[config.mk]
export PLATFORM = sky130hd
export DESIGN_NAME = spi_burst_decoder
export DESIGN_NICKNAME = d
export VERILOG_FILES = /design/src/rtl/spi_pkg.sv /design/src/rtl/spi_deser.sv /design/src/rtl/spi_burst_decoder.sv
export SDC_FILE = /design/constraint.sdc
export NUM_CORES = 1
export LEC_CHECK = 0
export CAP_MARGIN = 40
export CORE_ASPECT_RATIO = 0.8
export CORE_MARGIN = 2
export CORE_UTILIZATION = 46
export DETAILED_ROUTE_END_ITERATION = 8
export PLACE_DENSITY_LB_ADDON = 0.3
export SYNTH_ARGS = -nofsm -noshare
export SYNTH_HDL_FRONTEND = slang
export SYNTH_HIERARCHICAL = 1
export SYNTH_SLANG_ARGS = --single-unit
[constraint.sdc]
create_clock -name spi_clk -period 1.2 [get_ports spi_clk]
set_input_delay 0.36 -clock spi_clk [delete_from_list [all_inputs] [get_ports spi_clk]]
set_output_delay 0.36 -clock spi_clk [all_outputs]
set_load 0.01 [all_outputs]
[src/rtl/spi_pkg.sv]
// Shared types and helpers for the SPI burst decoder: FSM state encoding and
// header-length / width arithmetic used to size the deserialiser.
package spi_pkg;

    typedef enum logic {
        HEADER = 1'b0,
        DATA   = 1'b1
    } spi_state_e;

    function automatic int spi_hdr_w(input int addr_w);
        return 1 + addr_w;
    endfunction

    function automatic int spi_max(input int a, input int b);
        return (a > b) ? a : b;
    endfunction

endpackage

[src/rtl/spi_deser.sv]
// Serial-in shift register plus bit counter; both clear synchronously, and the
// counter returns to zero on 'wrap' so the caller controls field lengths.
module spi_deser #(
    parameter int SH_W  = 8,
    parameter int CNT_W = 3
) (
    input  logic             clk,
    input  logic             clr,
    input  logic             wrap,
    input  logic             din,
    output logic [CNT_W-1:0] cnt,
    output logic [SH_W-1:0]  shift
);

    always_ff @(posedge clk) begin
        if (clr) begin
            cnt   <= '0;
            shift <= '0;
        end else begin
            shift <= {shift[SH_W-2:0], din};
            cnt   <= wrap ? '0 : cnt + CNT_W'(1);
        end
    end

endmodule

[src/rtl/spi_burst_decoder.sv]
// SPI header/data burst decoder in the spi_clk domain with write and read-prefetch
// strobes. Define SPI_FRAME_ERR_EN to add the sticky frame_err output.
module spi_burst_decoder
    import spi_pkg::*;
#(
    parameter int ADDR_W   = 7,
    parameter int DATA_W   = 8,
    parameter int AUTO_INC = 1
) (
    input  logic              spi_clk,
    input  logic              rst,
    input  logic              csb,
    input  logic              pico,
    output logic              is_write,
    output logic [ADDR_W-1:0] addr,
    output logic [DATA_W-1:0] wdata,
    output logic              hdr_valid,
    output logic              wr_stb,
    output logic              rd_stb
`ifdef SPI_FRAME_ERR_EN
    ,
    output logic              frame_err
`endif
);

    localparam int HDR_W = spi_hdr_w(ADDR_W);
    localparam int MAX_W = spi_max(HDR_W, DATA_W);
    localparam int CNT_W = $clog2(MAX_W);
    localparam logic [CNT_W-1:0] HDR_LAST  = CNT_W'(HDR_W - 1);
    localparam logic [CNT_W-1:0] DATA_LAST = CNT_W'(DATA_W - 1);

    spi_state_e        state;
    spi_state_e        next_state;
    logic [CNT_W-1:0]  cnt;
    logic [MAX_W-1:0]  shift;
    logic              hdr_done;
    logic              word_done;
    logic [HDR_W-1:0]  hdr_word;
    logic [DATA_W-1:0] data_word;
    logic              word_idx;
    logic              frame_clr;

    assign frame_clr = rst | csb;

    spi_deser #(
        .SH_W  (MAX_W),
        .CNT_W (CNT_W)
    ) u_deser (
        .clk   (spi_clk),
        .clr   (frame_clr),
        .wrap  (hdr_done | word_done),
        .din   (pico),
        .cnt   (cnt),
        .shift (shift)
    );

    always_ff @(posedge spi_clk) begin
        if (frame_clr) begin
            state <= HEADER;
        end else begin
            state <= next_state;
        end
    end

    // The last bit of each field comes straight from pico so no word lags by one.
    always_comb begin
        next_state = state;
        hdr_done   = 1'b0;
        word_done  = 1'b0;
        hdr_word   = {shift[HDR_W-2:0], pico};
        data_word  = {shift[DATA_W-2:0], pico};
        if (state == HEADER) begin
            hdr_done = (cnt == HDR_LAST);
            if (hdr_done) begin
                next_state = DATA;
            end
        end else begin
            word_done = (cnt == DATA_LAST);
        end
    end

    always_ff @(posedge spi_clk) begin
        if (frame_clr) begin
            is_write  <= 1'b0;
            addr      <= '0;
            wdata     <= '0;
            hdr_valid <= 1'b0;
            wr_stb    <= 1'b0;
            rd_stb    <= 1'b0;
            word_idx  <= 1'b0;
        end else begin
            hdr_valid <= 1'b0;
            wr_stb    <= 1'b0;
            rd_stb    <= 1'b0;
            if (hdr_done) begin
                is_write  <= hdr_word[HDR_W-1];
                addr      <= hdr_word[ADDR_W-1:0];
                hdr_valid <= 1'b1;
                rd_stb    <= ~hdr_word[HDR_W-1];
                word_idx  <= 1'b0;
            end else if (word_done) begin
                // Writes bump the address before the word lands; reads prefetch the next one.
                if (is_write) begin
                    wdata  <= data_word;
                    wr_stb <= 1'b1;
                    if (word_idx && (AUTO_INC != 0)) begin
                        addr <= addr + ADDR_W'(1);
                    end
                end else if (AUTO_INC != 0) begin
                    addr   <= addr + ADDR_W'(1);
                    rd_stb <= 1'b1;
                end
                word_idx <= 1'b1;
            end
        end
    end

`ifdef SPI_FRAME_ERR_EN
    always_ff @(posedge spi_clk) begin
        if (rst) begin
            frame_err <= 1'b0;
        end else if (csb) begin
            if (cnt != '0) begin
                frame_err <= 1'b1;
            end
        end else if ((state == HEADER) && (cnt == '0)) begin
            frame_err <= 1'b0;
        end
    end
`endif

endmodule

==> summary.md <==
| Metric | Value |
|---|---|
| Total chip power | 1675 µW |
| Via/cell ratio | 5.087 |
| Worst Setup SP | u_deser/cnt[0]$_SDFF_PP0_ |
| Cells after DPL | 203 |
| HPWL after DPL | 1919 µm |
| Crit path depth | 5 |
| Port Buffers | 22 |
| Root Driver | clkbuf_4 |
| Clk buf depth | 2 |
| FMAX | 0.8221 GHz |
| Final period utilization | 101.4% |
| Max IR drop VDD | 0.0006928 V |
| First-pass GRT wire length | 4933 µm |
| I/O pins | 23 |
| Non-Filler Instances | 218 |
| Die Y | 50.77 µm |
| Cts bufs inserted | 5 |
| Max Cap Violations | 0 |
| CP delay by family, top | simple AND/OR/NAND/NOR gates |
| Layout area overhead | 41.79% |
| Worst path max stage delay | 0.39 ns |
| Layout cell share with drive strength beyond 1 | 57.14% |
| Slew HR | 82.35% |
| Status | complete, but fails checks |
| Post-Syn Nets | 139 |
| Total global routing track utilization | 20.50% |
| Starting Density | 49.85% |
| Wirelength per Cell | 13.92 µm |
| Initial DRC count | 82 |
| Vias in the first global route | 1,049 |
| Clk sinks | 31 |
| Inserted Diodes | 0 |
| Mapped Avg Cell Area | 9.455 µm² |
| Die ar. | 3171 µm² |
| Worst r2r dst | addr[0]$_SDFFE_PP0P_ |
| Final setup TNS | -0.02514 ns |
| 1st-pass router iterations | 4 |
| Reg2Reg Setup Slack | -0.02 ns |
| Setup slack after layout | -0.01638 ns |
| Final count of negative-setup-slack endpoints | 2 |
| Leading cell types in the layout, fill and taps excluded | buf_4, nand2_1, dfxtp_2 |
| Worst Path Required | 1.47 ns |
| Critical-path cell list | nand3_4 > clkinv_4 > o21ai_2 > or3_1 > a21oi_2 |
| Synth Instances | 133 |
| Overall routed net length | 3035 µm |
| CTS tree | built |
| Crit path to | addr[0]$_SDFFE_PP0P_ |
| Post-Syn Area | 1257 µm² |
| DRC viols | 0 |
| Synth warn | 6 |
| Largest net degree at the start of global routing | 32 |
| Core area | 2522 µm² |
| CP max FO | 4 |
| Buf+Inv Stages, Crit Path | 1 |
| Worst Tran Pin Value | 0.2640 ns |
| Initial antenna violation count | 0 |
| Leak Pwr | 0.0007126 µW |
| RR Startpoint | u_deser/cnt[0]$_SDFF_PP0_ |
| Max-slew violations | 0 |
| Clock-pin slew on the worst setup and hold paths | 0.10 ns |
| CP Launch Type | register |
| Hold Path Class | reg2reg |
| CP arrival | 1.49 ns |
| Grt ovf | 0 |
| Worst-Skew Late Latency | 0.33 ns |
| Crit path kind | reg2reg |
| Row cnt | 16 |
| Minimum clock period | 1.216 ns |
| Power Density | 939.7 nW/µm² |
| Final hold viol count | 0 |
| Post-Route Skew | 0.009298 ns |
| Leading cell type in the layout, fill and taps excluded | buf_4 |
| Routed via count | 1,109 |
| Failing checks | setup timing |
| Final net count | 187 |
| H-Tree Depth | 2 |
| Die Wd | 62.46 µm |
| Worst path slowest cell | dfxtp_4 |
| Setup crit end kind | register |
| Antenna viol nets, final | 0 |
| Worst Reg-to-Reg Cells | 5 |
| GPL Wtd Cong | 0.8590 |
| RSZ-0062 raised after global routing | yes |
[registers in the layout, summed over array words and instances, names as in the netlist]
signal	flops
rd_stb	1
wr_stb	1
u_deser/shift	7
word_idx	1
state	1
wdata	8
hdr_valid	1
u_deser/cnt	3
is_write	1
addr	7
[metal layers]
metal  vias to the layer above  track usage [%]  wire, µm
met3                         8            8.296       193
met4                         0            6.296        39
met5                         -                0         0
li1                        552                -         -
met2                        32            33.33      1457
met1                       517            25.03      1345
[worst reg2reg max path, stage by stage, from the launching register on]
cell      delay (ns)
dfxtp_4         0.39
nand3_4         0.12
clkinv_4        0.08
o21ai_2         0.06
or3_1           0.37
a21oi_2         0.13
[timing repair]
action                                  CTS  global route
buffers inserted                          2             5
endpoints found under the setup margin   32            20
hold buffers                              0             0
cloned                                    0             0
gates resized for setup                 105            20
pin swaps                                 1             6
[worst min path at each step]
stage	endpoint	slack, ns	cells after the start	from
6_report	wdata[7]$_SDFFE_PP0P_	0.46	2	wdata[7]$_SDFFE_PP0P_
5_1_grt	wdata[7]$_SDFFE_PP0P_	0.48	2	wdata[7]$_SDFFE_PP0P_
4_1_cts	wdata[7]$_SDFFE_PP0P_	0.46	2	wdata[7]$_SDFFE_PP0P_
3_5_place_dp	wdata[7]$_SDFFE_PP0P_	0.45	2	wdata[7]$_SDFFE_PP0P_
3_3_place_gp	wdata[1]$_SDFFE_PP0P_	0.45	2	wdata[1]$_SDFFE_PP0P_
2_1_floorplan	wdata[7]$_SDFFE_PP0P_	0.43	2	u_deser/shift[6]$_SDFF_PP0_
[power by group]
group	switching, µW	internal (µW)
clock	369	218
sequential	8.22	1030
combinational	27.3	24.4
[stage by stage]
step	setup slack, ns	hold slack (ns)	utilization [%]	instance area, µm²
floorplan	-0.005293	0.4319	-	1260
global placement	-0.2466	0.4465	64.58	1629
detailed placement	-0.2833	0.4472	64.58	1629
CTS	0.003481	0.4572	65.82	1660
global route	-0.09050	0.4752	70.68	1783
finish	-0.01638	0.4552	70.68	1783
[layout make-up]
type	count	area, µm²
inverters	2	12.51
clock buffers	5	37.54
multi-input cells	95	678.2
repair buffers	46	340.3
flip-flops and latches	31	654.4
clock inverters	3	15.01
fillers	209	739.5
well taps	36	45.04
Power figures use the tool's default switching activity.
